==> config.mk <==
export PLATFORM = sky130hd
export DESIGN_NAME = uart_rx_bit_timer
export DESIGN_NICKNAME = d
export VERILOG_FILES = /design/src/rtl/uart_rx_pkg.sv /design/src/rtl/uart_rx_frame_cfg.sv /design/src/rtl/uart_rx_bit_timer.sv
export SDC_FILE = /design/constraint.sdc
export NUM_CORES = 1
export LEC_CHECK = 0
export ABC_AREA = 1
export CORE_MARGIN = 3
export CORE_UTILIZATION = 40
export CTS_BUF_LIST = sky130_fd_sc_hd__clkbuf_4 sky130_fd_sc_hd__clkbuf_8
export DETAILED_ROUTE_END_ITERATION = 8
export PLACE_DENSITY_LB_ADDON = 0.25
export SLEW_MARGIN = 20
export SYNTH_ARGS = -nofsm -noshare
export SYNTH_HDL_FRONTEND = slang
export SYNTH_SLANG_ARGS = --single-unit
==> constraint.sdc <==
create_clock -name i_clk -period 2.9 [get_ports i_clk]
set_input_delay 0.58 -clock i_clk [delete_from_list [all_inputs] [get_ports i_clk]]
set_output_delay 0.58 -clock i_clk [all_outputs]
set_load 0.005 [all_outputs]
==> src/rtl/uart_rx_pkg.sv <==
// Shared constants and frame-length helper for the UART receiver timing path.
package uart_rx_pkg;

    localparam int unsigned MIN_PRESCALE = 4;
    localparam int unsigned MIN_DATA     = 5;
    localparam int unsigned RST_PRESCALE = 8;
    localparam int unsigned RST_DATA     = 8;

    // Start + data + optional parity + one or two stop bits; 5 bits cover any 4-bit data length.
    function automatic logic [4:0] frame_len(input logic [3:0] data_len,
                                             input logic       par_en,
                                             input logic       stop2);
        return 5'd1 + {1'b0, data_len} + {4'd0, par_en} + (stop2 ? 5'd2 : 5'd1);
    endfunction

endpackage

==> src/rtl/uart_rx_frame_cfg.sv <==
// Frame configuration latch: clamps runtime config at frame start and holds it for the frame.
module uart_rx_frame_cfg
    import uart_rx_pkg::*;
#(
    parameter int unsigned PRESCALE_W = 6,
    parameter int unsigned MAX_DATA   = 9,
    parameter int unsigned BIT_CNT_W  = 4
) (
    input  logic                  i_clk,
    input  logic                  i_rst,
    input  logic                  i_capture,
    input  logic [PRESCALE_W-1:0] i_cfg_prescale,
    input  logic [3:0]            i_cfg_data_len,
    input  logic                  i_cfg_par_en,
    input  logic                  i_cfg_stop2,
    output logic [PRESCALE_W-1:0] o_prescale,
    output logic [BIT_CNT_W-1:0]  o_last_bit,
    output logic                  o_cfg_err
);

    logic                  w_pre_low;
    logic                  w_len_bad;
    logic [PRESCALE_W-1:0] w_prescale;
    logic [3:0]            w_data_len;
    logic [4:0]            w_frame_len;

    logic [PRESCALE_W-1:0] r_prescale;
    logic [BIT_CNT_W-1:0]  r_last_bit;
    logic                  r_cfg_err;

    always_comb begin
        w_pre_low   = i_cfg_prescale < PRESCALE_W'(MIN_PRESCALE);
        w_len_bad   = (i_cfg_data_len < 4'(MIN_DATA)) || (i_cfg_data_len > 4'(MAX_DATA));
        w_prescale  = w_pre_low ? PRESCALE_W'(MIN_PRESCALE) : i_cfg_prescale;
        w_data_len  = w_len_bad ? 4'(MAX_DATA) : i_cfg_data_len;
        w_frame_len = frame_len(w_data_len, i_cfg_par_en, i_cfg_stop2);
    end

    // Last bit index is stored rather than the length so the counter compares directly.
    always_ff @(posedge i_clk) begin
        if (i_rst) begin
            r_prescale <= PRESCALE_W'(RST_PRESCALE);
            r_last_bit <= BIT_CNT_W'(frame_len(4'(RST_DATA), 1'b0, 1'b0) - 5'd1);
            r_cfg_err  <= 1'b0;
        end else if (i_capture) begin
            r_prescale <= w_prescale;
            r_last_bit <= BIT_CNT_W'(w_frame_len - 5'd1);
            r_cfg_err  <= w_pre_low | w_len_bad;
        end
    end

    assign o_prescale = r_prescale;
    assign o_last_bit = r_last_bit;
    assign o_cfg_err  = r_cfg_err;

endmodule

==> src/rtl/uart_rx_bit_timer.sv <==
// UART RX edge/bit timing engine: oversampling edge counter, frame bit counter and
// mid-bit sample strobes driven from the frame configuration latched at frame start.
module uart_rx_bit_timer
    import uart_rx_pkg::*;
#(
    parameter int unsigned PRESCALE_W = 6,
    parameter int unsigned MAX_DATA   = 9,
    parameter int unsigned BIT_CNT_W  = 4
) (
    input  logic                  i_clk,
    input  logic                  i_rst,
    input  logic                  i_cnt_en,
    input  logic [PRESCALE_W-1:0] i_cfg_prescale,
    input  logic [3:0]            i_cfg_data_len,
    input  logic                  i_cfg_par_en,
    input  logic                  i_cfg_stop2,
    output logic [PRESCALE_W-1:0] o_edge_count,
    output logic [BIT_CNT_W-1:0]  o_bit_count,
    output logic                  o_done_edge,
    output logic [2:0]            o_sample_strb,
    output logic                  o_frame_done,
    output logic                  o_cfg_err
);

    logic [PRESCALE_W-1:0] r_edge_count;
    logic [BIT_CNT_W-1:0]  r_bit_count;

    logic                  w_capture;
    logic [PRESCALE_W-1:0] w_prescale;
    logic [PRESCALE_W-1:0] w_mid;
    logic [BIT_CNT_W-1:0]  w_last_bit;
    logic                  w_done_edge;
    logic                  w_frame_done;

    // Capture also fires on the first edge of a back-to-back frame after the wrap.
    assign w_capture = i_cnt_en && (r_edge_count == '0) && (r_bit_count == '0);

    uart_rx_frame_cfg #(
        .PRESCALE_W (PRESCALE_W),
        .MAX_DATA   (MAX_DATA),
        .BIT_CNT_W  (BIT_CNT_W)
    ) u_frame_cfg (
        .i_clk          (i_clk),
        .i_rst          (i_rst),
        .i_capture      (w_capture),
        .i_cfg_prescale (i_cfg_prescale),
        .i_cfg_data_len (i_cfg_data_len),
        .i_cfg_par_en   (i_cfg_par_en),
        .i_cfg_stop2    (i_cfg_stop2),
        .o_prescale     (w_prescale),
        .o_last_bit     (w_last_bit),
        .o_cfg_err      (o_cfg_err)
    );

    always_comb begin
        w_mid        = w_prescale >> 1;
        w_done_edge  = i_cnt_en && (r_edge_count == w_prescale - 1'b1);
        w_frame_done = w_done_edge && (r_bit_count == w_last_bit);
        o_sample_strb = '0;
        if (i_cnt_en) begin
            o_sample_strb[0] = r_edge_count == w_mid - 1'b1;
            o_sample_strb[1] = r_edge_count == w_mid;
            o_sample_strb[2] = r_edge_count == w_mid + 1'b1;
        end
    end

    always_ff @(posedge i_clk) begin
        if (i_rst || !i_cnt_en) begin
            r_edge_count <= '0;
            r_bit_count  <= '0;
        end else if (w_done_edge) begin
            r_edge_count <= '0;
            r_bit_count  <= w_frame_done ? '0 : r_bit_count + 1'b1;
        end else begin
            r_edge_count <= r_edge_count + 1'b1;
        end
    end

    assign o_edge_count = r_edge_count;
    assign o_bit_count  = r_bit_count;
    assign o_done_edge  = w_done_edge;
    assign o_frame_done = w_frame_done;

endmodule

Yosys cells after proc, flatten, opt, wreduce, memory -nomap -nowiden
Index checks and enable logic that the tools add are counted.
{ "totals": {"mem_bits_ro": 0, "ramBits": 0, "latch_bits": 0, "ff_bits": 21, "wordCells": 38, "output_inout_bits": 16, "memories": 0, "input_bits": 15} }
{ "classes": {"n_bitwise": 1, "order_cmp": 3, "shifts": 0, "n_reduce_logical": 10, "div": 0, "multipliers": 0, "mux": 5, "n_eq_ne": 5, "n_addsub": 9} }
{ "op_table": {"columns": ["operator", "count"], "rows": [
  ["$eq A6 B6 Y1", 3],
  ["$mux W4", 2],
  ["$add A5 B1 Y6 const B", 1],
  ["$add A6 B1 Y6 const B", 1],
  ["$eq A6 B5 Y1", 1],
  ["$logic_not A6 Y1", 1],
  ["$lt A6 B3 Y1 const B", 1],
  ["$mux W6", 1],
  ["$sub A5 B1 Y6 const B", 1],
  ["$sub A6 B1 Y6 const B", 1],
  ["$add A1 B4 Y4 const A", 1],
  ["$add A4 B1 Y4", 1],
  ["$add A4 B1 Y4 const B", 1],
  ["$add A4 B4 Y4", 1],
  ["$eq A4 B4 Y1", 1],
  ["$gt A4 B4 Y1 const B", 1],
  ["$logic_and A1 B1 Y1", 4],
  ["$logic_not A4 Y1", 1],
  ["$lt A4 B3 Y1 const B", 1],
  ["$sub A4 B1 Y4 const B", 1],
  ["$mux W3", 1],
  ["$logic_or A1 B1 Y1", 2],
  ["$mux W2", 1],
  ["$reduce_or A2 Y1", 1],
  ["other kinds (2)", 2]
]} }

Longest topological paths before layout
Gate-level depths: netlist of run 1.
{ "logic_depth": {"word_depth": 7, "ltp_mapped": 13, "ltp_nobuf": 13} }

Modules after synthesis
A second synthesis of run 1 with hierarchy kept.
{ "hier_totals": {"hier_cells": 232, "area_unflattened_um2": 1601.5} }
{ "modules_own_cells": {"columns": ["module", "instances", "cells_per_inst", "area_each_um2", "seq_area_each_um2"], "rows": [
  ["uart_rx_bit_timer", 1, 160, 1074.8, 200.2],
  ["uart_rx_frame_cfg", 1, 72, 526.8, 220.2]
]} }

Worst setup path after synthesis of run 1
No wires, ideal clock.
{ "synth_path": {"kind": "input to register", "startpoint": "input i_cfg_data_len[0]", "endpoint": "register u_frame_cfg.r_last_bit[1] (netlist: u_frame_cfg.o_last_bit[1])", "path_slack_ns": 0.784, "t_arrival_ns": 2.000, "required_ns": 2.784, "stages": 9, "cell_sequence": "nor2_1 -> nor3_1 -> a31oi_1 -> nor2_1 -> fa_1 -> inv_1 -> fa_1 -> o21ai_0 -> nor2_1"} }
{ "synth_via": {"elab_chain_len": 7, "word_cells_on_any_way": 8} }
{ "synth_rtl": {"columns": ["item", "line", "rtl"], "rows": [
  ["start, declared", "uart_rx_bit_timer.sv:14", "input logic [3:0] i_cfg_data_len,"],
  ["$lt A4 B3 Y1 / $gt A4 B4 Y1 (equally long branches)", "uart_rx_frame_cfg.sv:33", "w_len_bad = (i_cfg_data_len < 4'(MIN_DATA)) || (i_cfg_data_len > 4'(MAX_DATA));"],
  ["$logic_or A1 B1 Y1", "uart_rx_frame_cfg.sv:33", null],
  ["$mux W4 (*)", "uart_rx_frame_cfg.sv:35", "w_data_len = w_len_bad ? 4'(MAX_DATA) : i_cfg_data_len;"],
  ["$add A1 B4 Y4 (*)", "uart_rx_pkg.sv:13", "return 5'd1 + {1'b0, data_len} + {4'd0, par_en} + (stop2 ? 5'd2 : 5'd1);"],
  ["$add A4 B1 Y4 (*)", "uart_rx_pkg.sv:13", null],
  ["$add A4 B4 Y4 (*)", "uart_rx_pkg.sv:13", null],
  ["$sub A4 B1 Y4 (*)", "uart_rx_frame_cfg.sv:47", "r_last_bit <= BIT_CNT_W'(w_frame_len - 5'd1);"],
  ["end signal, assigned", "uart_rx_frame_cfg.sv:43", "r_last_bit <= BIT_CNT_W'(frame_len(4'(RST_DATA), 1'b0, 1'b0) - 5'd1);"],
  ["end signal, assigned", "uart_rx_frame_cfg.sv:47", null],
  ["end, declared", "uart_rx_frame_cfg.sv:28", "logic [BIT_CNT_W-1:0] r_last_bit;"]
]} }
Every way passes the cells marked *; elsewhere a longest branch is shown, timed or not.
A chain may end at the register's enable or synchronous reset.

Final worst setup path of run 1
{ "layout_path": {"startpoint": "register u_frame_cfg.r_prescale[2] (netlist: u_frame_cfg.o_prescale[2])", "endpoint": "output o_sample_strb[0]"} }
{ "layout_via": {"elab_chain_len": 3} }
{ "layout_rtl": {"columns": ["item", "line", "rtl"], "rows": [
  ["start, declared", "uart_rx_frame_cfg.sv:27", "logic [PRESCALE_W-1:0] r_prescale;"],
  ["start signal, assigned", "uart_rx_frame_cfg.sv:42", "r_prescale <= PRESCALE_W'(RST_PRESCALE);"],
  ["start signal, assigned", "uart_rx_frame_cfg.sv:46", "r_prescale <= w_prescale;"],
  ["$sub A5 B1 Y6", "uart_rx_bit_timer.sv:61", "o_sample_strb[0] = r_edge_count == w_mid - 1'b1;"],
  ["$eq A6 B6 Y1", "uart_rx_bit_timer.sv:61", null],
  ["$mux W3", "uart_rx_bit_timer.sv:60", "if (i_cnt_en) begin"],
  ["end, declared", "uart_rx_bit_timer.sv:20", "output logic [2:0] o_sample_strb,"]
]} }
No other way between the ends.

==> flow_summary.yaml, run 1 <==
synth:
  synth_adder_area_share_pct: 9.621
  avgSynthCellArea_sq_um: 7.179
  synth_ff_type: "dfxtp_1"
  syn_inst: 221
  synthTopCellsByArea: "dfxtp_1 (26%), nand2_1 (9.2%), ha_1 (7.1%), nor2_1 (6.9%), inv_1 (6.4%)"
  synthDominantCellAreaShare_pct: 26.50
  ys_types: 33
  yosysSeqAreaShare_pct: 26.50
  ys_ff_latch: 21
  synth_most_common_cell: "nand2_1"
  synth_top_cell_by_area: "dfxtp_1"
  yosys-top-cells-count: "nand2_1 (39), nor2_1 (29), inv_1 (27)"
  synth-simple-area-share_pct: 31.62
  synth_nets: 247
  muxShareOfSynthArea_pct: 0
  async_flop_share_pct: 0
  synth_edf_count: 0
  synth_xor_area_share_pct: 14.35
  synth_compound_area_share_pct: 8.281
  netlist_area_sq_um: 1587
  yosysWarningCount: 0
  synth_top_family_by_area: "simple AND/OR/NAND/NOR gates"
clock_tree:
  clockBufferDepth: 2
  cts_root_buf: "clkbuf_8"
  htreeDepth: 1
  ctsHoldBuffers: 0
  cts.sinks: 21
  clk_pin_slew_worst_paths_ns: 0.08
  cts_tree: "yes"
  cts_buffers: 3
  clk_latency_ns: 0.26
power:
  seq_power_share_pct: 45.1
  pwr_density_cell_nw_per_um2: 351.2
  swShare_pct: 30.93
  pwr-share-comb_pct: 28.1
  p_leak_nw: 0.8840
  p_int_w: 0.0004938
  p_clk_share_pct: 26.8
  switching_power_w: 0.0002211
  ir_drop_mv: 0.2927
floorplanning:
  die_w_um: 68.98
  core_area_sq_um: 3744
  die_area_sq_um: 4758
  die_h_um: 68.98
  start_util_pct: 42.38
  ios: 31
  rows: 22
detailed_routing:
  drt-total-wl_mm: 3.604
  dr.first_iter.drc_count: 55
  wire_per_inst_um: 11.82
  drcViolationCount: 0
  dr_wl_met3_um: 199
  dr_wl_met2_mm: 1.594
  routed_via_density: 4.826
  num_vias: 1472
  routed.top_layer: "met4"
  antenna_left: 0
  first_pass_iters: 4
  met1_length_mm: 1.749
global_route:
  grt_usage_pct: 16.65
  overflow: 0
  grt_pass1_vias: 1352
  grt_max_degree: 13
  grt_pass1_wl_mm: 6.016
  antenna_found_initial: 0
setup_path:
  end_kind: "output port"
  critical_path_depth: 8
  reg2reg_depth: 7
  r2r_setup_slack_ns: 1.06
  slowest_stage: "clkdlybuf4s50_1"
  path_max_fanout: 7
  critPathMaxStageDelay_ns: 0.52
  cp.required_ns: 2.32
  crit_type: "reg -> out"
  crit_family: "buffers and inverters"
  critPathLaunchType: "register"
  crit_arrival_ns: 2.18
  worstPathCellList: "inv_2 > ha_1 > xnor2_1 > nor2_1 > o21a_1 > nand3_1 > nor3_1 > clkdlybuf4s50_1"
  crit_buf_inv: 2
sta:
  min_period_ns: 2.755
  finalHoldViolCount: 0
  skew_ns: 0.003883
  maxSlewHeadroom_pct: 69.67
  fmax_ghz: 0.3629
  slew_violations: 0
  period_share_pct: 95.01
  tns_ns: 0
  worstMarginPinSlew_ns: 0.4537
  timing.hold.ws_ns: 0.4808
  setup_viol: 0
outcome:
  status: "finished clean"
layout:
  drive_gt1_share_pct: 13.62
  multi_input_area_sq_um: 1028
  area_delta_synth_final_pct: 28.31
  final_cells: 305
  num_antenna_cells: 0
  final-seq-area_sq_um: 429.2
  finalNetCount: 284
  fillers: 391
placement:
  numPortBuffers: 30
  gp_congestion: 0.8883
  placed_cells: 299
  dp_hpwl_mm: 2.895
flow_run:
  cap_viol_max_count: 0
min_path:
  worstHoldPathCells: 2
  holdCritPathClass: "reg -> reg"
registers in the layout, indices dropped and copies added (netlist names):
| signal | count |
|---|---|
| o_bit_count | 4 |
| o_edge_count | 6 |
| u_frame_cfg.o_cfg_err | 1 |
| u_frame_cfg.o_last_bit | 4 |
| u_frame_cfg.o_prescale | 6 |
metal layers:
layer / global-route usage (%) / vias to the layer above
met5: 0 / -
met4: 4.866 / 0
met3: 2.269 / 6
met2: 26.19 / 41
met1: 23.55 / 646
li1: - / 779
power groups by stage:
stage,sequential (W),combinational (W),clock [W]
2_1_floorplan,0.000326,0.000134,0
3_3_place_gp,0.000331,0.000189,0
3_5_place_dp,0.000331,0.000190,0
4_1_cts,0.000325,0.000191,0.000200
5_1_grt,0.000325,0.000227,0.000214
6_report,0.000323,0.000201,0.000191
kinds of logic (layout without fill, tap and decap cells):
group           after synthesis  after routing
fa+ha+maj                    11             11
xor+xnor                     23             23
buf+inv                      38             74
compound gates               23             23
simple gates                105            105
flops                        21             21
cell usage in the layout, fill, tap and decap left out, types with 3 or more instances in the layout:
master,synthesis,routed
buf_4,0,5
ha_1,9,7
nand3_1,15,15
inv_2,8,9
inv_1,27,26
nand2_1,39,39
nor3_1,4,4
nor2_1,29,29
nand2_2,3,3
nand4_1,5,5
dfxtp_1,21,18
xnor2_1,11,11
clkbuf_8,0,3
o21ai_0,6,6
a21oi_1,9,9
xor2_1,10,10
clkdlybuf4s50_1,0,29
final cells by class:
cell class / count / share of cell area (%)
clock buffers: 3 / 2.028
clock inverters: 1 / 0.2459
inverters: 35 / 6.454
multi-input cells: 162 / 50.52
flip-flops and latches: 21 / 21.08
well taps: 48 / 2.950
repair buffers: 35 / 16.72
worst reg2reg max path, delay by kind of cell, from the launching register on:
family	cells	cell delay (ns)
AOI/OAI and AO/OA	2	0.43
buffers and inverters	1	0.10
adders and majority gates	1	0.22
DFF	1	0.38
and+or+nand+nor	3	0.58
worst paths after layout:
check / from / to
min: u_frame_cfg.o_prescale[0] / u_frame_cfg.o_prescale[0]
max: u_frame_cfg.o_prescale[2] / o_sample_strb[0]
max reg2reg: o_bit_count[0] / u_frame_cfg.o_prescale[5]
min reg2reg: u_frame_cfg.o_prescale[0] / u_frame_cfg.o_prescale[0]
timing repair:
action / 4_1_cts / 5_1_grt
endpoints found under the setup margin: 1 / 4
gates resized for setup: 2 / 7
setup buffers: 0 / 2
pin swaps: 0 / 3
per-stage QoR:
stage | utilization [%] | cell area, sq um | total power, W | worst slack, ns
final | 54.38 | 2036 | 0.0007150 | 0.1448
after global routing | 54.38 | 2036 | 0.0007670 | -0.01217
after CTS | 53.34 | 1997 | 0.0007158 | 0.03283
after detailed placement | 52.04 | 1948 | 0.0005207 | 0.03273
after global placement | 52.04 | 1948 | 0.0005198 | 0.06759
after floorplan | - | 1587 | 0.0004598 | 0.7844
Power figures use the tool's default switching activity.
==> run 2: changes to the inputs <==
--- a/config.mk
+++ b/config.mk
@@ -10,8 +10,11 @@
 export CORE_UTILIZATION = 40
 export CTS_BUF_LIST = sky130_fd_sc_hd__clkbuf_4 sky130_fd_sc_hd__clkbuf_8
 export DETAILED_ROUTE_END_ITERATION = 8
+export GPL_TIMING_DRIVEN = 0
+export HOLD_SLACK_MARGIN = 0.05
 export PLACE_DENSITY_LB_ADDON = 0.25
 export SLEW_MARGIN = 20
 export SYNTH_ARGS = -nofsm -noshare
 export SYNTH_HDL_FRONTEND = slang
 export SYNTH_SLANG_ARGS = --single-unit
+export TNS_END_PERCENT = 30
==> run 2 against run 1 <==
Final cell count down 0.33%. Highest routed layer unchanged. Count of clock-buffer cells in the layout up 1. Maximum frequency down 3.2%. Critical path type is now in -> out. Largest cell class unchanged. Power up 0.56%. Design area down 0.68%. Critical path depth unchanged. Sequential cell count unchanged. Setup slack worse by 0.091 ns. Global-route usage up 0.49 points. First-iteration DRC count up 18%. Die area unchanged. Clock power up 6%.
==> flow_summary.yaml, run 2 (synthesis results as in run 1) <==
global_route:
  overflow: 0
  grt_pass1_vias: 1396
  antenna_found_initial: 0
  grt_pass1_wl_mm: 6.037
  grt_usage_pct: 17.14
  grt_max_degree: 12
sta:
  period_share_pct: 98.15
  slew_violations: 0
  maxSlewHeadroom_pct: 73.11
  worst_slack_ns: 0.05377
  setup_viol: 0
  timing.hold.ws_ns: 0.4934
  finalHoldViolCount: 0
  rsz0062_at_grt: "yes"
  min_period_ns: 2.846
  worstMarginPinSlew_ns: 0.4002
  skew_ns: 0.003987
  fmax_ghz: 0.3513
outcome:
  status: "finished clean"
layout:
  num_antenna_cells: 0
  final-seq-area_sq_um: 426.7
  final_util_pct: 54.01
  fillers: 396
  finalNetCount: 283
  final_common_cell: "nand2_1"
  multi_input_area_sq_um: 1021
  final_design_area_no_fill_sq_um: 2022
  drive_gt1_share_pct: 12.89
  final_cells: 304
  area_delta_synth_final_pct: 27.44
  final_cell_mix: "nand2_1 (39), nor2_1 (28), clkdlybuf4s50_1 (28), inv_1 (27), dfxtp_1 (18)"
setup_path:
  cp_common_cell: "clkdlybuf4s50_1"
  slowest_stage: "clkdlybuf4s50_1"
  crit_arrival_ns: 2.27
  cp.required_ns: 2.32
  worstPathCellList: "clkdlybuf4s50_1 > nand3_1 > nor2_2 > nand3_2 > nor2_4 > nand3b_1 > inv_1 > clkdlybuf4s50_1"
  critPathMaxStageDelay_ns: 0.50
  critPathLaunchType: "input pin"
  crit_type: "in -> out"
  end_kind: "output port"
  crit_buf_inv: 3
  crit_family: "buffers and inverters"
  path_max_fanout: 4
clock_tree:
  cts.sinks: 21
  cts_tree: "yes"
  cts_buffers: 3
  clockBufferDepth: 2
  clk_pin_slew_worst_paths_ns: 0.08
  cts_root_buf: "clkbuf_8"
  clk_latency_ns: 0.26
  htreeDepth: 1
  ctsHoldBuffers: 0
placement:
  place_area_sq_um: 1947
  gp_congestion: 0.9687
  numPortBuffers: 30
  place_ws_ns: -0.0005478
  dp_hpwl_mm: 2.942
  placed_cells: 299
detailed_routing:
  drt-total-wl_mm: 3.549
  routed_via_density: 4.855
  antenna_left: 0
  first_pass_iters: 4
  drcViolationCount: 0
  wire_per_inst_um: 11.67
  dr.first_iter.drc_count: 65
  num_vias: 1476
floorplanning:
  core_area_sq_um: 3744
  ios: 31
  die_area_sq_um: 4758
  start_util_pct: 42.38
  die_w_um: 68.98
  rows: 22
  die_h_um: 68.98
flow_run:
  cap_viol_max_count: 0
power:
  p_leak_nw: 0.9081
  pwr_density_cell_nw_per_um2: 355.6
  ir_drop_mv: 0.2487
min_path:
  holdCritPathClass: "reg -> reg"
-- run 2: layout make-up --
cell class,count,share of cell area (%)
timing repair buffer,31,15.47
multi-input combinational,162,50.50
clock buffer,4,2.413
tap,48,2.970
sequential,21,21.10
inverter,35,6.498
buffer,3,1.052
-- run 2: report_power, final --
part / switching [W] / internal (W) / total (W)
Clock: 0.0000952 / 0.000107 / 0.000202
Combinational: 0.000104 / 0.0000883 / 0.000193
Sequential: 0.0000195 / 0.000304 / 0.000324
-- run 2: layer usage --
layer,up-vias,wire [um],global-route usage [%]
li1,774,-,-
met1,663,1733,22.05
met2,33,1633,28.45
met3,6,118,3.079
met4,0,63,6.326
met5,-,0,0
-- run 2: path summary, 6_finish.rpt --
check	start	end	slack [ns]	depth (start not counted)
min	u_frame_cfg.o_prescale[0]	u_frame_cfg.o_prescale[0]	0.49	2
max reg2reg	u_frame_cfg.o_prescale[1]	o_edge_count[0]	1.17	11
min reg2reg	u_frame_cfg.o_prescale[0]	u_frame_cfg.o_prescale[0]	0.49	2
max	i_cnt_en	o_frame_done	0.05	8
-- run 2: through the flow --
stage | power (W) | setup TNS, ns
floorplan | 0.0004598 | 0
global placement | 0.0005180 | -0.06228
detailed placement | 0.0005216 | -0.0005478
CTS | 0.0007260 | 0
global route | 0.0007685 | -0.1249
finish | 0.0007190 | 0
-- run 2: worst min-delay path: cells and delay by family (launching register included) --
kind / cells / cell delay [ns]
flip-flops: 1 / 0.34
AND/OR/NAND/NOR: 1 / 0.06
AO/OA/AOI/OAI: 1 / 0.05
-- run 2: repair_timing --
item                       in CTS  in global routing
setup endpoints to repair       2                  4
gates resized for setup         3                  5
setup buffers                   1                  0
pin swaps                       2                  4
==> run 3: changes to the inputs <==
--- a/config.mk
+++ b/config.mk
@@ -6,13 +6,16 @@
 export NUM_CORES = 1
 export LEC_CHECK = 0
 export ABC_AREA = 1
+export CELL_PAD_IN_SITES_DETAIL_PLACEMENT = 0
+export CELL_PAD_IN_SITES_GLOBAL_PLACEMENT = 1
 export CORE_MARGIN = 3
-export CORE_UTILIZATION = 40
+export CORE_UTILIZATION = 41
 export CTS_BUF_LIST = sky130_fd_sc_hd__clkbuf_4 sky130_fd_sc_hd__clkbuf_8
 export DETAILED_ROUTE_END_ITERATION = 8
 export GPL_TIMING_DRIVEN = 0
 export HOLD_SLACK_MARGIN = 0.05
 export PLACE_DENSITY_LB_ADDON = 0.25
+export SKIP_LAST_GASP = 1
 export SLEW_MARGIN = 20
 export SYNTH_ARGS = -nofsm -noshare
 export SYNTH_HDL_FRONTEND = slang
==> run 3 against run 2 <==
Sequential power is essentially flat. Register-to-register slack lost 0.14 ns. Sequential share of layout area shrank 0.095 points. Setup slack lost 0.029 ns. Count of clock-buffer cells in the layout is the same. Sequential cell count is the same. Power shrank 0.66%. Design area shrank 0.43%.
==> flow_summary.yaml, run 3 (synthesis results as in run 1) <==
layout:
  final_design_area_no_fill_sq_um: 2013
  final_common_cell: "nand2_1"
  drive_gt1_share_pct: 12.06
  final-seq-area_sq_um: 422.9
  final_util_pct: 57.18
  multi_input_area_sq_um: 1013
  num_antenna_cells: 0
  finalNetCount: 284
  fillers: 346
  area_delta_synth_final_pct: 26.89
  final_cell_mix: "nand2_1 (39), nor2_1 (29), clkdlybuf4s50_1 (29), inv_1 (27), dfxtp_1 (19)"
setup_path:
  cp.required_ns: 2.32
  critPathMaxStageDelay_ns: 0.50
  r2r_end: "o_bit_count[2]"
  end_kind: "output port"
  crit_type: "in -> out"
  worstPathCellList: "clkdlybuf4s50_1 > nand3_1 > nor2_1 > nand3_1 > nor2_4 > nand3b_1 > inv_1 > clkdlybuf4s50_1"
  path_max_fanout: 3
  crit_family: "buffers and inverters"
  slowest_stage: "clkdlybuf4s50_1"
  timing.rr.start: "u_frame_cfg.o_prescale[1]"
  r2r_setup_slack_ns: 1.03
  critPathLaunchType: "input pin"
  crit_arrival_ns: 2.30
  reg2reg_depth: 12
  crit_buf_inv: 3
min_path:
  hp-start: "u_frame_cfg.o_last_bit[0]"
  holdCritPathClass: "reg -> reg"
  whs_endpoint: "u_frame_cfg.o_last_bit[0]"
  worstHoldPathCells: 2
detailed_routing:
  drcViolationCount: 0
  dr.first_iter.drc_count: 67
  routed_via_density: 4.723
  first_pass_iters: 5
  antenna_left: 0
  num_vias: 1431
  drt-total-wl_mm: 3.551
  wire_per_inst_um: 11.72
placement:
  numPortBuffers: 30
  place_area_sq_um: 1944
  place_ws_ns: 0.002040
  gp_congestion: 0.7724
  dp_hpwl_mm: 2.921
sta:
  rsz0062_at_grt: "yes"
  setup_viol: 0
  fmax_ghz: 0.3478
  slew_violations: 0
  timing.hold.ws_ns: 0.5137
  worstMarginPinSlew_ns: 0.3948
  min_period_ns: 2.875
  period_share_pct: 99.15
  finalHoldViolCount: 0
  maxSlewHeadroom_pct: 73.49
  skew_ns: 0.006382
  worst_slack_ns: 0.02455
clock_tree:
  cts_tree: "yes"
  cts_root_buf: "clkbuf_8"
  htreeDepth: 1
  cts.sinks: 21
  cts_buffers: 3
  clk_latency_ns: 0.26
  clockBufferDepth: 2
  clk_pin_slew_worst_paths_ns: 0.07
global_route:
  antenna_found_initial: 0
  grt_usage_pct: 16.95
  overflow: 0
  grt_pass1_wl_mm: 6.065
  grt_pass1_vias: 1387
  grt_max_degree: 12
power:
  pwr-share-comb_pct: 26.4
  pwr_density_cell_nw_per_um2: 354.8
  seq_power_share_pct: 45.4
  p_clk_share_pct: 28.2
  p_leak_nw: 0.8948
  swShare_pct: 30.08
  p_int_w: 0.0004994
  switching_power_w: 0.0002148
  ir_drop_mv: 0.3354
floorplanning:
  die_w_um: 68.21
  start_util_pct: 45.06
  die_area_sq_um: 4652
  core_area_sq_um: 3521
  ios: 31
  rows: 21
  die_h_um: 68.21
outcome:
  status: "finished clean"
flow_run:
  cap_viol_max_count: 0
-- run 3: timing repair --
| item | in CTS | in global routing |
|---|---|---|
| setup buffers | 0 | 2 |
| hold buffers | 0 | 0 |
| gates resized for setup | 1 | 2 |
| endpoints found under the setup margin | 2 | 4 |
| pin swaps | 0 | 2 |
-- run 3: per-layer routing --
layer / up-vias / routed length (um) / track usage, %
li1: 784 / - / -
met1: 611 / 1818 / 23.90
met2: 34 / 1579 / 26.71
met3: 2 / 145 / 3.941
met4: 0 / 8 / 2.481
met5: - / 0 / 0
-- run 3: how the worst max path moves through the flow --
stage,depth (start not counted),startpoint,to
floorplan,9,i_cfg_data_len[0],u_frame_cfg.o_last_bit[1]
global placement,8,i_cnt_en,o_frame_done
detailed placement,8,i_cnt_en,o_frame_done
CTS,8,i_cnt_en,o_frame_done
global route,11,u_frame_cfg.o_prescale[1],o_frame_done
finish,8,i_cnt_en,o_frame_done
-- run 3: area by class of cell --
cell class              instances  share of cell area [%]
multi-input cells             162                   50.34
flip-flops and latches         21                   21.01
clock buffers                   4                   2.424
inverters                      35                   6.526
well taps                      46                   2.859
plain buffers                   3                   1.057
repair buffers                 32                   15.79
-- run 3: worst register-to-register path: stages, from the launching register on --
cell and delay, ns:
dfxtp_2 0.38, inv_1 0.10, ha_1 0.30, inv_1 0.04
nand2_1 0.04, nand2_1 0.04, nor2_1 0.16, nand3_1 0.14
nor2_4 0.17, buf_4 0.13, buf_4 0.10, nand4_1 0.06
a21oi_1 0.14
-- run 3: power groups by stage --
stage / registers, W / logic [W] / clock network [W]
floorplan: 0.000326 / 0.000134 / 0
global placement: 0.000330 / 0.000188 / 0
detailed placement: 0.000330 / 0.000189 / 0
CTS: 0.000324 / 0.000189 / 0.000207
global route: 0.000327 / 0.000214 / 0.000217
finish: 0.000324 / 0.000189 / 0.000201
-- run 3: per-stage QoR --
stage / instances / power [W] / setup TNS, ns
2_1_floorplan: 221 / 0.0004598 / 0
3_3_place_gp: 297 / 0.0005183 / 0
3_5_place_dp: 297 / 0.0005191 / 0
4_1_cts: 301 / 0.0007203 / 0
5_1_grt: 303 / 0.0007583 / -0.3866
6_report: 303 / 0.0007142 / 0
